<file path="src/rtl/wb_port_arbiter.sv">
// Writeback port arbiter: one small in-order result FIFO per functional unit.
// Non-empty FIFO heads are granted round-robin onto the scoreboard writeback ports.
module wb_port_arbiter #(
    parameter int unsigned NR_REQ        = 4,
    parameter int unsigned NR_PORTS      = 2,
    parameter int unsigned TRANS_ID_BITS = 3,
    parameter int unsigned XLEN          = 64,
    parameter int unsigned FIFO_DEPTH    = 2
) (
    input  logic                              clk_i,
    input  logic                              rst_ni,
    input  logic                              flush_i,
    input  logic [NR_REQ-1:0]                 req_valid_i,
    output logic [NR_REQ-1:0]                 req_ready_o,
    input  logic [NR_REQ*TRANS_ID_BITS-1:0]   req_trans_id_i,
    input  logic [NR_REQ*XLEN-1:0]            req_data_i,
    input  logic [NR_REQ-1:0]                 req_ex_valid_i,
    output logic [NR_PORTS-1:0]               wb_valid_o,
    output logic [NR_PORTS*TRANS_ID_BITS-1:0] wb_trans_id_o,
    output logic [NR_PORTS*XLEN-1:0]          wb_data_o,
    output logic [NR_PORTS-1:0]               wb_ex_valid_o,
    output logic [NR_REQ-1:0]                 pending_o
);

    localparam int unsigned PTR_W = $clog2(FIFO_DEPTH);
    localparam int unsigned CNT_W = PTR_W + 1;
    localparam int unsigned IDX_W = $clog2(NR_REQ);

    logic [TRANS_ID_BITS-1:0] id_mem_q   [NR_REQ][FIFO_DEPTH];
    logic [XLEN-1:0]          data_mem_q [NR_REQ][FIFO_DEPTH];
    logic                     ex_mem_q   [NR_REQ][FIFO_DEPTH];

    logic [PTR_W-1:0] head_q  [NR_REQ];
    logic [PTR_W-1:0] head_d  [NR_REQ];
    logic [PTR_W-1:0] tail_q  [NR_REQ];
    logic [PTR_W-1:0] tail_d  [NR_REQ];
    logic [CNT_W-1:0] count_q [NR_REQ];
    logic [CNT_W-1:0] count_d [NR_REQ];
    logic [IDX_W-1:0] rr_ptr_q, rr_ptr_d;

    logic [NR_REQ-1:0]   push, pop;
    logic [IDX_W-1:0]    port_src [NR_PORTS];
    logic [NR_PORTS-1:0] port_used;
    logic [IDX_W-1:0]    cand;
    logic [IDX_W-1:0]    last_idx;
    int                  n_grant;

    // Readiness looks only at the registered count, so a full FIFO never reuses a slot freed this cycle.
    always_comb begin
        for (int r = 0; r < NR_REQ; r++) begin
            req_ready_o[r] = !flush_i && (count_q[r] != CNT_W'(FIFO_DEPTH));
            pending_o[r]   = (count_q[r] != '0);
        end
        push = req_valid_i & req_ready_o;
    end

    // Round-robin scan starting at rr_ptr_q; the k-th non-empty requester found drives port k.
    always_comb begin
        pop       = '0;
        port_used = '0;
        n_grant   = 0;
        last_idx  = '0;
        cand      = '0;
        for (int p = 0; p < NR_PORTS; p++) begin
            port_src[p] = '0;
        end
        for (int i = 0; i < NR_REQ; i++) begin
            cand = IDX_W'((int'(rr_ptr_q) + i) % NR_REQ);
            if (!flush_i && (count_q[cand] != '0) && (n_grant < NR_PORTS)) begin
                pop[cand] = 1'b1;
                for (int p = 0; p < NR_PORTS; p++) begin
                    if (n_grant == p) begin
                        port_src[p]  = cand;
                        port_used[p] = 1'b1;
                    end
                end
                last_idx = cand;
                n_grant  = n_grant + 1;
            end
        end
    end

    always_comb begin
        rr_ptr_d = rr_ptr_q;
        if (flush_i) begin
            rr_ptr_d = '0;
        end else if (n_grant != 0) begin
            rr_ptr_d = IDX_W'((int'(last_idx) + 1) % NR_REQ);
        end
    end

    always_comb begin
        for (int r = 0; r < NR_REQ; r++) begin
            count_d[r] = count_q[r] + CNT_W'(push[r]) - CNT_W'(pop[r]);
            head_d[r]  = head_q[r] + PTR_W'(pop[r]);
            tail_d[r]  = tail_q[r] + PTR_W'(push[r]);
            if (flush_i) begin
                count_d[r] = '0;
                head_d[r]  = '0;
                tail_d[r]  = '0;
            end
        end
    end

    always_comb begin
        wb_valid_o    = '0;
        wb_trans_id_o = '0;
        wb_data_o     = '0;
        wb_ex_valid_o = '0;
        for (int p = 0; p < NR_PORTS; p++) begin
            if (port_used[p]) begin
                wb_valid_o[p] = 1'b1;
                wb_trans_id_o[p*TRANS_ID_BITS +: TRANS_ID_BITS] =
                    id_mem_q[port_src[p]][head_q[port_src[p]]];
                wb_data_o[p*XLEN +: XLEN] = data_mem_q[port_src[p]][head_q[port_src[p]]];
                wb_ex_valid_o[p] = ex_mem_q[port_src[p]][head_q[port_src[p]]];
            end
        end
    end

    always_ff @(posedge clk_i or negedge rst_ni) begin
        if (!rst_ni) begin
            rr_ptr_q <= '0;
            for (int r = 0; r < NR_REQ; r++) begin
                head_q[r]  <= '0;
                tail_q[r]  <= '0;
                count_q[r] <= '0;
            end
        end else begin
            rr_ptr_q <= rr_ptr_d;
            for (int r = 0; r < NR_REQ; r++) begin
                head_q[r]  <= head_d[r];
                tail_q[r]  <= tail_d[r];
                count_q[r] <= count_d[r];
            end
        end
    end

    // Payload storage needs no reset: entries are only read while the count says they are live.
    always_ff @(posedge clk_i) begin
        for (int r = 0; r < NR_REQ; r++) begin
            if (push[r]) begin
                id_mem_q[r][tail_q[r]]   <= req_trans_id_i[r*TRANS_ID_BITS +: TRANS_ID_BITS];
                data_mem_q[r][tail_q[r]] <= req_data_i[r*XLEN +: XLEN];
                ex_mem_q[r][tail_q[r]]   <= req_ex_valid_i[r];
            end
        end
    end

endmodule

</file>
<file path="config.mk">
export PLATFORM = sky130hd
export DESIGN_NAME = wb_port_arbiter
export DESIGN_NICKNAME = d
export VERILOG_FILES = /design/src/rtl/wb_port_arbiter.sv
export SDC_FILE = /design/constraint.sdc
export NUM_CORES = 1
export LEC_CHECK = 0
export ABC_CLOCK_PERIOD_IN_PS = 6600
export CORE_UTILIZATION = 49
export DETAILED_ROUTE_END_ITERATION = 8
export HOLD_SLACK_MARGIN = 0.08
export PLACE_DENSITY = 0.72
export SYNTH_ARGS = -nofsm -noshare
export SYNTH_HDL_FRONTEND = slang
export SYNTH_SLANG_ARGS = --single-unit
</file>
<file path="constraint.sdc">
create_clock -name clk_i -period 6.6 [get_ports clk_i]
set_input_delay 0.99 -clock clk_i [delete_from_list [all_inputs] [get_ports clk_i]]
set_output_delay 0.99 -clock clk_i [all_outputs]
set_load 0.02 [all_outputs]
</file>
# Yosys cells after proc, flatten, opt, wreduce, memory -nomap -nowiden
# Memories as Yosys holds them, arrays and structs flattened.
# Index checks and enable logic that the tools add are counted.
dict set report op_classes {
  mul 0
  shift 0
  muxes 137
  n_eq_ne 7
  addsub 23
  bitwise 16
  n_reduce_logical 33
  magnitude_cmp 27
  div 0
}
# operator count
set ops {}
lappend ops {{64-bit 2-to-1 mux} 12}
lappend ops {{128-bit 2-to-1 mux} 4}
lappend ops {{64-bit demux with 1-bit select} 4}
lappend ops {{32-bit by 2-bit adder with 32-bit output (second input constant)} 3}
lappend ops {{32-bit by 2-bit == test with 1-bit output (second input constant)} 3}
lappend ops {{32-bit zero test} 3}
lappend ops {{32-bit by 2-bit < comparator with 1-bit output (second input constant)} 3}
lappend ops {{32-bit 2-to-1 mux} 3}
lappend ops {{2-bit 2-to-1 mux} 31}
lappend ops {{1-bit 2-to-1 mux} 42}
lappend ops {{3-bit 2-to-1 mux} 12}
lappend ops {{32-bit nonzero test} 1}
lappend ops {{4-bit 2-to-1 mux} 7}
lappend ops {{6-bit 2-to-1 mux} 4}
lappend ops {{1-bit logical AND} 19}
lappend ops {{3-bit greater-or-equal comparator (second input constant)} 6}
lappend ops {{2-bit NOT with 3-bit output} 6}
lappend ops {{2-bit nonzero test} 9}
lappend ops {{2-bit binary-select mux with 2-bit select} 4}
lappend ops {{3-bit demux with 1-bit select} 4}
lappend ops {{2-bit greater-or-equal comparator (second input constant)} 6}
lappend ops {{2-bit by 3-bit < comparator with 1-bit output (second input constant)} 4}
lappend ops {{1-bit NOT with 2-bit output} 6}
lappend ops {{4-bit bitwise OR} 3}
lappend ops {{13 further kinds} 44}
dict set report totals {
  ramBits 544
  out_inout_bits 146
  latchBits 0
  ff_bits 18
  rom_bits 0
  n_memories 3
  inputBits 279
  wordCells 259
}
# name depth width read_ports rd_clocked_by_memory_dff wr line_no
set memory_table {}
lappend memory_table {data_mem_q 4 128 2 0 4 30} ;# logic [XLEN-1:0] data_mem_q [NR_REQ][FIFO_DEPTH];
lappend memory_table {id_mem_q 4 6 2 0 4 29} ;# logic [TRANS_ID_BITS-1:0] id_mem_q [NR_REQ][FIFO_DEPTH];
lappend memory_table {ex_mem_q 4 2 2 0 4 31} ;# logic ex_mem_q [NR_REQ][FIFO_DEPTH];

# Depth between registers and ports, before layout
dict set report depth {
  ltp_word 25
  depth_mapped 26
}

# Worst setup path after synthesis
# OpenSTA, ideal clock, no wires.
dict set report synth_timing {
  kind {reg2out}
  from {register rr_ptr_q[1]}
  to {output port wb_data_o[100]}
  setup_slack_ps -162
  path_stages_with_launch 26
  t_arrival_ps 5772
  n_path_buf 8
  t_required_ps 5610
  path_cell_list {dfrtp_1 -> buf_6 -> inv_2 -> ha_1 -> clkbuf_1 -> inv_1 -> a2111oi_1 -> o21bai_1 -> buf_2 -> ha_1 -> or3_1 -> buf_6 -> inv_2 -> buf_4 -> fa_1 -> a2111oi_0 -> and2_1 -> nor4b_2 -> mux2i_1 -> buf_2 -> buf_2 -> buf_4 -> mux2i_1 -> nor2_1 -> a211oi_1 -> a211oi_1}
}
dict set report synth_via {
  elab_chain_cells 25
  elab_cells_between_ends 63
}
# item line_no
set synth_rtl {}
lappend synth_rtl {{start, declared} 39} ;# logic [IDX_W-1:0] rr_ptr_q, rr_ptr_d;
lappend synth_rtl {{start signal, assigned} 130} ;# rr_ptr_q <= rr_ptr_d;
lappend synth_rtl {{2-bit NOT with 3-bit output (implied by the code)} 69} ;# if (!flush_i && (count_q[cand] != '0) && (n_grant < NR_PORTS)) begin
lappend synth_rtl {{2-bit binary-select mux with 2-bit select} 69}
lappend synth_rtl {{2-bit 2-to-1 mux (implied by the code) (2 in series)} 69}
lappend synth_rtl {{2-bit nonzero test} 69}
lappend synth_rtl {{1-bit logical AND} 69}
lappend synth_rtl {{1-bit 2-to-1 mux} 69}
lappend synth_rtl {{32-bit by 2-bit < comparator with 1-bit output} 69}
lappend synth_rtl {{1-bit logical AND} 69}
lappend synth_rtl {{[... 5 more ...]} --}
lappend synth_rtl {{1-bit logical AND or 2-bit 2-to-1 mux (tied branches)} {69, 72}}
lappend synth_rtl {{4-bit 2-to-1 mux} 69}
lappend synth_rtl {{2-bit NOT with 3-bit output (implied by the code)} 115} ;# wb_data_o[p*XLEN +: XLEN] = data_mem_q[port_src[p]][head_q[port_src[p]]];
lappend synth_rtl {{1-bit binary-select mux with 2-bit select} 115}
lappend synth_rtl {{1-bit 2-to-1 mux (implied by the code) (2 in series)} 115}
lappend synth_rtl {{1-bit NOT with 2-bit output (implied by the code)} 115}
lappend synth_rtl {{64-bit 2-to-1 mux (implied by the code) (3 in series)} 115}
lappend synth_rtl {{64-bit 2-to-1 mux *} 111} ;# if (port_used[p]) begin
lappend synth_rtl {{end, declared} 20} ;# output logic [NR_PORTS*XLEN-1:0] wb_data_o,
# Mark *: on every way between the ends. The rest lies on a longest branch, timed or not. The select of a mux whose other input is x is not followed.

# Worst setup path in the final report
dict set report layout_timing {
  from {register rr_ptr_q[1]}
  to {output port wb_data_o[80]}
}
# The elaborated chain is that of the path after synthesis.

==> results.ini <==
[timing]
fin_skew_ps = 20.8
setup_viol = 0
post-route-period-util = 0.974
tightest_slew_ps = 1050
final-hold-violation-count = 0
max_freq_ghz = 0.156
final.min_clock_period_ps = 6430
worst_slew_margin_rel = 0.299
rsz0062_at_grt = true
slew_violations = 0

[setup_path]
cp-end-kind = output port
crit_required_ps = 5610
worst-setup-path-type = reg2out
critPathArrivalTime_ps = 5440
cp-start-kind = flop
crit_fanout = 8

[drt]
wirelength_um = 83900
vias = 18800
viasPerCell = 6.03
wl_per_cell_um = 26.9
drt-initial-drc-count = 1369
drc = 0
first_pass_iters = 8
ant_nets = 0

[cells_and_area]
drive_gt1_frac = 0.326
syn_to_final_growth_pct = 32.8
fin_cells = 3120
fin_nets = 2617

[floorplanning]
coreArea_um2 = 55500
rows = 86
die-width_um = 240
pin_count = 425
die_h_um = 240
start_util = 0.501
die_area_um2 = 57700

[yosys]
seq_area_frac_synth = 0.604
async_flop_share = 0.0320
synth_cell_types = 53
synth_edf_count = 544
synthCells = 1797
synth_seq_cells = 562
synth_fp_nets = 2108
synth_ff_type = edfxtp_1
synthesis.area_um2 = 27800
yosysWarnings = 0
syn_area_per_cell_um2 = 15.5

[run]
drv_cap = 0

[placed_design]
place_hpwl_um = 54000
place_congestion = 0.878
place_inst = 2964
io_buffers = 424

[clock_tree]
cts_max_path_buffers = 3
clk_pin_slew_ps = 60
cts.sinks = 562
root_buffer = clkbuf_16
cts_buffers = 58
cts_tree = yes
htreeDepth = 2
hold_buffers = 0
clock_latency_ps = 620

[grt]
grt_pass1_vias = 19800
grt_overflow_total = 0
antenna_found_initial = 31
grt_use_total = 0.287
grt_max_degree = 69
grt_pass1_wl_um = 121000

[worst_hold_path]
hold_path.class = reg2reg

[status]
status = complete, no violations

==> per-layer routing <==
metal	track usage	share of wire	wire (um)
met5	0	0.0020	170
met4	0.143	0.040	3350
met3	0.0677	0.089	7490
met2	0.467	0.49	41200
met1	0.359	0.38	31700
==> registers in the layout (all words and copies together), names as in the netlist <==
register and flops:
count_q 8, data_mem_q 512, ex_mem_q 8, head_q 4, id_mem_q 24, rr_ptr_q 2, tail_q 4
==> cell usage after synthesis, types with 5 or more instances <==
library cell  number  area share
a211oi_1         135       0.036
ha_1              31       0.014
nand2_1           24      0.0032
buf_2             42      0.0076
edfxtp_1         544        0.59
mux2i_1          213       0.077
xnor2_1            9      0.0028
dfrtp_1           18       0.016
o211ai_1           5      0.0014
nor2_1           225       0.030
buf_1             10      0.0014
mux2_2           135       0.055
a31oi_1            5      0.0011
clkbuf_1          57      0.0077
buf_4             18      0.0049
mux4_2           138        0.11
inv_1             29      0.0039
o21ai_0            6      0.0011
buf_6             10      0.0041
nor3_1             5     0.00090
a21oi_1           77       0.014
==> final timing paths <==
| check | from | end | cells after the start | slack [ps] |
|---|---|---|---|---|
| min in group asynchronous | rst_ni | tail_q[1] | 1 | 860 |
| max in group asynchronous | rst_ni | count_q[1] | 1 | 5140 |
| worst min register to register | head_q[0] | head_q[0] | 2 | 640 |
| worst min-delay path | head_q[0] | head_q[0] | 2 | 640 |
| worst max register to register | rr_ptr_q[1] | rr_ptr_q[1] | 17 | 2450 |
| worst max-delay path | rr_ptr_q[1] | wb_data_o[80] | 26 | 170 |
==> cell usage in the layout, fill, tap and decap left out, drive strengths merged, types with 5 or more instances in the layout <==
cell / n
nor3: 5
mux2: 137
clkbuf: 81
o211ai: 5
o21ai: 7
dlygate4sd2: 61
a211oi: 135
bufinv: 5
ha: 31
clkdlybuf4s15: 21
a31oi: 5
diode: 21
a21oi: 77
dfrtp: 18
nor2: 225
clkdlybuf4s50: 287
mux4: 138
xnor2: 9
nand2: 24
clkinv: 23
mux2i: 214
inv: 35
edfxtp: 544
buf: 209
==> final cells by class <==
type,count,area [um^2]
fillers,3871,18600
well taps,748,936
inverters,32,123
repair buffers,587,5950
diodes,21,52.6
multi-input cells,1065,11200
flip-flops and latches,562,16800
clock inverters,32,313
clock buffers,73,1550
==> stage by stage <==
step,area [um^2],TNS (ps),utilization,setup slack [ps],hold WS (ps)
3_5_place_dp,34200,-46750,0.616,-593,589
3_3_place_gp,34200,-32200,0.616,-439,572
6_report,36900,0,0.665,172,642
5_1_grt,36900,-533,0.664,-56.5,674
2_1_floorplan,28100,-93.7,-,-93.7,523
4_1_cts,36500,0,0.658,4.45,617
==> timing repair <==
item / in CTS / in global routing
setup endpoints to repair: 131 / 128
cloned: 5 / 3
setup buffers: 7 / 15
gates resized for setup: 351 / 89
pin swaps: 4 / 11
==> logic make-up (layout without fill, tap and decap cells) <==
group | count (synthesis) | in the layout | share of synthesized area
adder cells (fa/ha/maj) | 32 | 32 | 0.0147
other | 0 | 21 | 0
multiplexers | 489 | 489 | 0.245
buffers and inverters | 170 | 724 | 0.0301
XOR/XNOR | 13 | 13 | 0.00410
AND/OR/NAND/NOR | 282 | 282 | 0.0413
flip-flops | 562 | 562 | 0.604
AO/OA/AOI/OAI | 249 | 249 | 0.0611
==> critical path, stage by stage (launching register included) <==
cell,delay (ps)
dfrtp_1,410
inv_4,90
ha_4,280
inv_2,50
a2111oi_4,240
o21bai_4,200
ha_2,190
or3_1,130
inv_2,50
fa_1,380
a2111oi_2,280
buf_4,170
and2_1,150
nor4b_4,200
buf_4,170
mux2i_4,260
buf_4,160
buf_12,140
buf_12,150
buf_12,140
buf_6,150
buf_4,120
mux2i_1,160
nor2_1,60
a211oi_2,220
a211oi_2,70
clkbuf_2,170
Power is left out: the tool's default activity adds up to more than one toggle a clock period on the data nets, which glitch-free logic cannot reach.
